[config.mk]
export PLATFORM = sky130hd
export DESIGN_NAME = act_mem_line_writer
export DESIGN_NICKNAME = d
export VERILOG_FILES = /design/src/rtl/act_mem_line_writer.sv
export SDC_FILE = /design/constraint.sdc
export NUM_CORES = 2
export LEC_CHECK = 0
export CAP_MARGIN = 20
export CELL_PAD_IN_SITES_DETAIL_PLACEMENT = 2
export CELL_PAD_IN_SITES_GLOBAL_PLACEMENT = 2
export CORE_ASPECT_RATIO = 1.1
export CORE_UTILIZATION = 30
export CTS_CLUSTER_SIZE = 16
export DETAILED_ROUTE_END_ITERATION = 8
export PLACE_DENSITY_LB_ADDON = 0.3
export SLEW_MARGIN = 20
export SYNTH_ARGS = -nofsm -noshare
export SYNTH_HDL_FRONTEND = slang
export SYNTH_SLANG_ARGS = --single-unit
[constraint.sdc]
create_clock -name clock -period 2.6 [get_ports clock]
set_input_delay 0.78 -clock clock [delete_from_list [all_inputs] [get_ports clock]]
set_output_delay 0.78 -clock clock [all_outputs]
set_load 0.02 [all_outputs]
[src/rtl/act_mem_line_writer.sv]
// ---------------------------------------------------------------------------
// act_mem_line_writer
//
// Upstream fill stage for the activation memory. Narrow activation beats are
// packed into a WIDTH-bit line buffer. Each assembled line goes out as one
// full-line write on memory port A. A transfer writes i_num_lines consecutive
// lines starting at i_base_addr, then pulses o_done.
//
// Handshake: a beat transfers on a rising edge where s_valid & s_ready are
// both high. s_ready is registered and is high only in FILL. s_valid may be
// raised or dropped at any time; it is ignored while s_ready is low.
//
// Optional feature macro: ACT_WR_PARTIAL_FLUSH_EN
//   Adds input i_flush. In FILL with no handshake that cycle, i_flush
//   writes the partially filled line with byte enables for the filled lanes
//   only, then ends the transfer. With an empty line it ends the transfer
//   without writing.
//
// Ports
//   clock, reset          rising-edge clock, synchronous active-high reset
//   i_start               start a transfer (sampled only in IDLE)
//   i_base_addr           first line address, latched on start
//   i_num_lines           number of lines to write, latched on start (0 ok)
//   s_valid/s_data/s_ready input beat stream; beat k fills lane k
//   address_a/data_a/o_be_a/wren_a  memory port A write interface
//   o_busy                high in every state except IDLE
//   o_done                one-cycle completion pulse
//   i_flush               (ACT_WR_PARTIAL_FLUSH_EN only) partial-line flush
//
// Debug: the FSM state is held in state_q (type state_t).
// ---------------------------------------------------------------------------
module act_mem_line_writer #(
    parameter int WIDTH      = 512,
    parameter int ADDR_WIDTH = 3,
    parameter int IN_WIDTH   = 64
) (
    input  logic                  clock,
    input  logic                  reset,
    input  logic                  i_start,
    input  logic [ADDR_WIDTH-1:0] i_base_addr,
    input  logic [ADDR_WIDTH:0]   i_num_lines,
`ifdef ACT_WR_PARTIAL_FLUSH_EN
    input  logic                  i_flush,
`endif
    input  logic                  s_valid,
    input  logic [IN_WIDTH-1:0]   s_data,
    output logic                  s_ready,
    output logic [ADDR_WIDTH-1:0] address_a,
    output logic [WIDTH-1:0]      data_a,
    output logic [WIDTH/8-1:0]    o_be_a,
    output logic                  wren_a,
    output logic                  o_busy,
    output logic                  o_done
);

    localparam int BEATS = WIDTH / IN_WIDTH;
    localparam int LANES = IN_WIDTH / 8;
    localparam int BE_W  = WIDTH / 8;
    localparam int CNT_W = (BEATS > 1) ? $clog2(BEATS) : 1;

    typedef enum logic [1:0] {
        ST_IDLE  = 2'd0,
        ST_FILL  = 2'd1,
        ST_WRITE = 2'd2,
        ST_DONE  = 2'd3
    } state_t;

    state_t                state_q, state_d;
    logic [CNT_W-1:0]      beat_cnt_q, beat_cnt_d;
    logic [ADDR_WIDTH:0]   lines_left_q, lines_left_d;
    logic [ADDR_WIDTH-1:0] cur_addr_q, cur_addr_d;
    logic [WIDTH-1:0]      buffer_q, buffer_d;
    logic                  flush_last_q, flush_last_d;
    logic [ADDR_WIDTH-1:0] address_a_q, address_a_d;
    logic [WIDTH-1:0]      data_a_q, data_a_d;
    logic [BE_W-1:0]       be_a_q, be_a_d;
    logic                  wren_a_q, wren_a_d;
    logic                  s_ready_q, s_ready_d;
    logic                  busy_q, busy_d;
    logic                  done_q, done_d;

    logic                  handshake;
    logic                  last_beat;

    assign handshake = s_valid && s_ready_q;
    assign last_beat = (beat_cnt_q == CNT_W'(BEATS - 1));

    always_comb begin
        state_d      = state_q;
        beat_cnt_d   = beat_cnt_q;
        lines_left_d = lines_left_q;
        cur_addr_d   = cur_addr_q;
        buffer_d     = buffer_q;
        flush_last_d = flush_last_q;
        address_a_d  = address_a_q;
        data_a_d     = data_a_q;
        be_a_d       = be_a_q;
        wren_a_d     = 1'b0;

        case (state_q)
            ST_IDLE: begin
                if (i_start) begin
                    cur_addr_d   = i_base_addr;
                    lines_left_d = i_num_lines;
                    beat_cnt_d   = '0;
                    flush_last_d = 1'b0;
                    state_d      = (i_num_lines == '0) ? ST_DONE : ST_FILL;
                end
            end

            ST_FILL: begin
                if (handshake) begin
                    for (int b = 0; b < BEATS; b++) begin
                        if (beat_cnt_q == CNT_W'(b)) begin
                            buffer_d[b*IN_WIDTH +: IN_WIDTH] = s_data;
                        end
                    end
                    if (last_beat) begin
                        // Present the line including the beat taken this cycle.
                        beat_cnt_d  = '0;
                        state_d     = ST_WRITE;
                        wren_a_d    = 1'b1;
                        address_a_d = cur_addr_q;
                        data_a_d    = buffer_d;
                        be_a_d      = '1;
                    end else begin
                        beat_cnt_d = beat_cnt_q + 1'b1;
                    end
                end
`ifdef ACT_WR_PARTIAL_FLUSH_EN
                else if (i_flush) begin
                    if (beat_cnt_q != '0) begin
                        // Enable only lanes 0..beat_cnt-1.
                        be_a_d = '0;
                        for (int b = 0; b < BEATS; b++) begin
                            if (CNT_W'(b) < beat_cnt_q) begin
                                be_a_d[b*LANES +: LANES] = '1;
                            end
                        end
                        beat_cnt_d   = '0;
                        state_d      = ST_WRITE;
                        wren_a_d     = 1'b1;
                        address_a_d  = cur_addr_q;
                        data_a_d     = buffer_q;
                        flush_last_d = 1'b1;
                    end else begin
                        state_d = ST_DONE;
                    end
                end
`endif
            end

            ST_WRITE: begin
                cur_addr_d   = cur_addr_q + 1'b1;
                lines_left_d = lines_left_q - 1'b1;
                // lines_left_q == 1 means this was the final line.
                if (flush_last_q || (lines_left_q == (ADDR_WIDTH+1)'(1))) begin
                    state_d = ST_DONE;
                end else begin
                    state_d = ST_FILL;
                end
            end

            ST_DONE: begin
                flush_last_d = 1'b0;
                state_d      = ST_IDLE;
            end

            default: state_d = ST_IDLE;
        endcase

        // Registered status outputs follow the next state.
        s_ready_d = (state_d == ST_FILL);
        busy_d    = (state_d != ST_IDLE);
        done_d    = (state_d == ST_DONE);
    end

    always_ff @(posedge clock) begin
        if (reset) begin
            state_q      <= ST_IDLE;
            beat_cnt_q   <= '0;
            lines_left_q <= '0;
            cur_addr_q   <= '0;
            buffer_q     <= '0;
            flush_last_q <= 1'b0;
            address_a_q  <= '0;
            data_a_q     <= '0;
            be_a_q       <= '0;
            wren_a_q     <= 1'b0;
            s_ready_q    <= 1'b0;
            busy_q       <= 1'b0;
            done_q       <= 1'b0;
        end else begin
            state_q      <= state_d;
            beat_cnt_q   <= beat_cnt_d;
            lines_left_q <= lines_left_d;
            cur_addr_q   <= cur_addr_d;
            buffer_q     <= buffer_d;
            flush_last_q <= flush_last_d;
            address_a_q  <= address_a_d;
            data_a_q     <= data_a_d;
            be_a_q       <= be_a_d;
            wren_a_q     <= wren_a_d;
            s_ready_q    <= s_ready_d;
            busy_q       <= busy_d;
            done_q       <= done_d;
        end
    end

    assign s_ready   = s_ready_q;
    assign address_a = address_a_q;
    assign data_a    = data_a_q;
    assign o_be_a    = be_a_q;
    assign wren_a    = wren_a_q;
    assign o_busy    = busy_q;
    assign o_done    = done_q;

endmodule

# Word-level counts from Yosys, hierarchy flattened
# Index checks and enable logic that the tools add are counted.
# word_totals
ram_bits,0
mem_bits_ro,0
latchBits,0
output_inout_bits,583
n_memories,0
wordCells,73
register_bits,1045
input_bits,75
# classes
n_addsub,3
n_eq_ne,15
shifts,0
muxes,25
bitwise,2
magnitude_cmp,0
n_div,0
n_mul,0
reduce_logical,15
# op_table
op,n
2-to-1 mux 64 bit,8
"== test 3 bit, second input constant",4
2-to-1 mux 3 bit,4
case mux 3 bit (2 select lines),2
2-to-1 mux 2 bit,5
case mux 2 bit (4 select lines),1
case mux 4 bit (2 select lines),1
nonzero test 2 bit,4
"adder 3 x 1 -> 3 bit, second input constant",2
"== test 2 bit, second input constant",3
"== test 3 x 2 -> 1 bit, second input constant",2
AND reduction 2 bit,3
AND reduction 3 bit,2
"== test 2 x 1 -> 1 bit, second input constant",2
"== test 4 x 1 -> 1 bit, second input constant",1
logical NOT 4 bit,1
2-to-1 mux 4 bit,1
"inequality test 2 bit, second input constant",2
"subtractor 4 x 1 -> 4 bit, second input constant",1
"== test 3 x 1 -> 1 bit, second input constant",1
logical NOT 3 bit,1
OR reduction 3 bit,1
logical NOT 2 bit,1
2-to-1 mux 1 bit,2
4 further kinds,5

# Longest topological paths before layout
# logic_depth
depth_word,5
depth_mapped,9
mapped_depth_nobuf,5

# Least setup slack after synthesis
# OpenSTA, ideal clock, no wires.
# synth_timing
path_type,flip-flop to output port
start,register o_be_a[0] (netlist name)
end,output port o_be_a[10]
slack_ns,0.059
required_ns,1.820
stages_incl_launch_ff,2
t_arrival_ns,1.761
path_buffers,1
path_cell_list,dfxtp_1 buf_4
# synth_lines
item,line_no,source
end: declaration,50,"output logic [WIDTH/8-1:0] o_be_a,"

# Worst setup path in the final report
# layout_timing
start,register data_a_q[236] (netlist: data_a[236])
end,output port data_a[236]
# layout_lines
item,line_no,source
start: declaration,75,"logic [WIDTH-1:0] data_a_q, data_a_d;"
start signal: assignment,201,data_a_q <= data_a_d;
end: declaration,49,"output logic [WIDTH-1:0] data_a,"
# No word-level cell between the ends.

==> impl_metrics.yaml <==
global_routing:
  grt_max_degree: 106
  grt_pass1_wl_um: 272300
  antenna_found_initial: 10
  grt_pass1_vias: 41868
  track_usage_pct: 25.44
  grt.overflow.total: 0
hold_path:
  hold_class: "input pin to flop"
critical_path:
  path_class: "flop to output port"
  crit_buf_inv: 1
  crit_fanout: 2
  cp_slowest_stage_delay_ps: 640
  crit_arrival_ps: 1790
  cpMaxStageDelayCell: "clkdlybuf4s50_1"
  crit_chain: "clkdlybuf4s50_1"
  start_kind: "flop"
  critPathTopFamily: "buffers and inverters"
  worstSetupEndpointType: "output port"
  required_ps: 1820
power_and_ir_drop:
  p_leak_nw: 17.62
  seqPwrFrac_pct: 46.0
  switching_share_pct: 24.46
  internal-power_mw: 24.76
  p_sw_mw: 8.020
  power_density_nw_per_um2: 612.8
  pwr-share-comb_pct: 5.4
  p_clk_share_pct: 48.6
  ir_drop_mv: 0.5249
floorplanning:
  dieArea_um2: 138000
  die_w_um: 354.3
  initial_utilization_pct: 30.34
  rows: 141
  fp.dieH_um: 389.5
  pin_count: 658
  fp.coreArea_um2: 135000
route:
  drcViolationCount: 0
  routed_wl_um: 181600
  wl_per_cell_um: 25.42
  first_pass_iters: 5
  vias_per_cell: 5.595
  dr_total_vias: 39977
  postRouteAntennaNets: 0
  drt_iter0_drc: 2553
placed_design:
  place_hpwl_um: 118700
  place.gp.congestion: 0.7806
  place_ws_ps: -211.9
  port_buffers: 657
sta:
  max_freq_mhz: 388.7
  hold_viol_final: 0
  hold_slack_ps: 458.8
  final.setup_skew_ps: 30.80
  finalCritPeriodShare_pct: 98.95
  fin_tns_setup_ps: 0
  relSlewSlack_pct: 30.77
  drv_slew: 0
  worstMarginPinSlew_ps: 1038
  period_needed_ps: 2573
  fin_ws_ps: 27.19
  setup-violations-final: 0
  grt_setup_unrepaired: "no"
run_status:
  outcome: "finished, final reports clean"
clocking:
  h-tree-depth: 3
  clkSinkCount: 980
  hold_buffers: 0
  clockBufferDepth: 3
  cts_buffers: 108
  post_cts_buffers: 0
  cts_tree: "done"
  path_clk_slew_ps: 60
  worst_skew_pair.late_latency_ps: 740
  cts-root-buf: "clkbuf_16"
synth:
  synthesis.nets: 4981
  yosys_warnings: 0
  synth_edf_count: 0
  mappedNetlistArea_um2: 40950
  ys_types: 45
  postSynthAreaPerCell_um2: 8.363
  synth_flop_cell: "dfxtp_1"
  async_flop_share_pct: 0
  synth_top_cell_by_area: "dfxtp_1"
  yosys.area.top_type_share_pct: 47.91
  syn_inst: 4897
  ys_seq_area_share_pct: 47.91
  ys_seq_elements: 980
  synth.top_cells.by_area: "dfxtp_1, a21oi_1, nand2_1, a311oi_1, mux2i_1"
finish:
  final_nets: 5343
  fill_cells: 14840
  seq_area_um2: 19620
  area_growth_pct: 30.64
  multiInputGateArea_um2: 18280
  fin_util_pct: 39.64
  layout-drive-gt1-share_pct: 8.861
flow_run:
  cap_violations: 0
-- power groups by stage --
stage	sequential, mW	clock [mW]	combinational [mW]
2_1_floorplan	15.4	0	0.810
5_1_grt	15.1	16.8	1.86
3_5_place_dp	15.4	0	1.76
6_report	15.1	15.9	1.77
4_1_cts	15.1	16.3	1.77
3_3_place_gp	15.4	0	1.74
-- worst register-to-register path: stages (launching register included) --
cell	delay (ps)
dfxtp_1	440
ha_1	310
ha_4	220
buf_12	290
buf_12	470
a21oi_1	200
a311oi_1	350
-- timing repair --
item | CTS | global route
endpoints found under the setup margin | 209 | 2
cloned | 0 | 0
gates resized for setup | 210 | 2
-- cell usage after synthesis, types with 2 or more instances --
| master | n |
|---|---|
| a311oi_1 | 320 |
| a21oi_1 | 840 |
| inv_1 | 9 |
| and2_1 | 2 |
| dfxtp_1 | 980 |
| nand2b_1 | 5 |
| a21o_1 | 2 |
| buf_4 | 87 |
| o21ai_0 | 391 |
| nor3_1 | 2 |
| nor2_4 | 2 |
| nand3_1 | 454 |
| nand3b_1 | 2 |
| nor2b_1 | 3 |
| buf_6 | 7 |
| inv_2 | 2 |
| clkbuf_1 | 412 |
| a211oi_1 | 130 |
| mux2i_1 | 258 |
| ha_1 | 9 |
| or4_1 | 2 |
| nand2_1 | 781 |
| buf_1 | 17 |
| a31oi_1 | 4 |
| or3b_2 | 2 |
| buf_2 | 154 |
| nand4_1 | 2 |
-- state kept, by name, indices dropped and copies added, names as in the netlist --
| register | count |
|---|---|
| address_a | 3 |
| state_q | 2 |
| buffer_q | 448 |
| o_done | 1 |
| lines_left_q | 4 |
| cur_addr_q | 3 |
| wren_a | 1 |
| beat_cnt_q | 3 |
| o_be_a | 1 |
| data_a | 512 |
| o_busy | 1 |
| s_ready | 1 |
-- cell families after synthesis --
kind of cell / share of synthesized area (%)
AOI/OAI and AO/OA: 24.48
DFF: 47.91
and+or+nand+nor: 13.30
buffers and inverters: 7.711
muxes: 6.333
adders and majority gates: 0.2750
-- worst paths after layout --
path / startpoint / to / slack (ps) / cells past startpoint
worst max-delay path: data_a[236] / data_a[236] / 30 / 1
worst min-delay path: reset / buffer_q[0] / 460 / 2
worst max register to register: beat_cnt_q[0] / data_a[329] / 190 / 6
worst min register to register: buffer_q[66] / buffer_q[66] / 460 / 2
-- through the flow --
step | cells | area [um^2] | total power [mW]
after floorplan | 4897 | 40950 | 16.21
after global placement | 6936 | 50100 | 17.15
after detailed placement | 6936 | 50100 | 17.17
after CTS | 7136 | 53470 | 33.12
after global routing | 7136 | 53480 | 33.72
final | 7145 | 53500 | 32.78
-- metal layers --
metal / vias up / global-route usage [%] / wire (um)
li1: 18189 / - / -
met1: 20590 / 35.05 / 84180
met2: 961 / 40.93 / 83830
met3: 237 / 2.953 / 8087
met4: 0 / 8.777 / 5513
met5: - / 0 / 0
-- cell usage in the layout (no fill, tap or decap), types with 3 or more instances in the layout --
master,synthesis,layout
nand2b_1,5,3
inv_1,9,9
ha_4,0,3
clkbuf_16,0,111
buf_4,87,168
bufinv_16,0,5
clkbuf_8,0,32
a31oi_1,4,4
clkdlybuf4s50_1,0,445
inv_6,0,4
dfxtp_1,980,978
mux2i_1,258,258
o21ai_0,391,391
dlygate4sd2_1,0,209
a21oi_1,840,840
ha_1,9,6
clkbuf_1,412,25
nand2_4,1,4
buf_12,0,103
a211oi_1,130,130
nand2_1,781,778
diode_2,0,9
a311oi_1,320,320
nand3_1,454,454
clkinv_2,0,22
-- cell type report --
type	count	share of cell area (%)
inverters	12	0.09589
repair buffers	929	18.05
flip-flops and latches	980	36.68
multi-input cells	3228	34.16
well taps	1787	4.179
diodes	9	0.04210
clock inverters	32	0.5940
clock buffers	168	6.191
(Power assumes the default switching activity.)
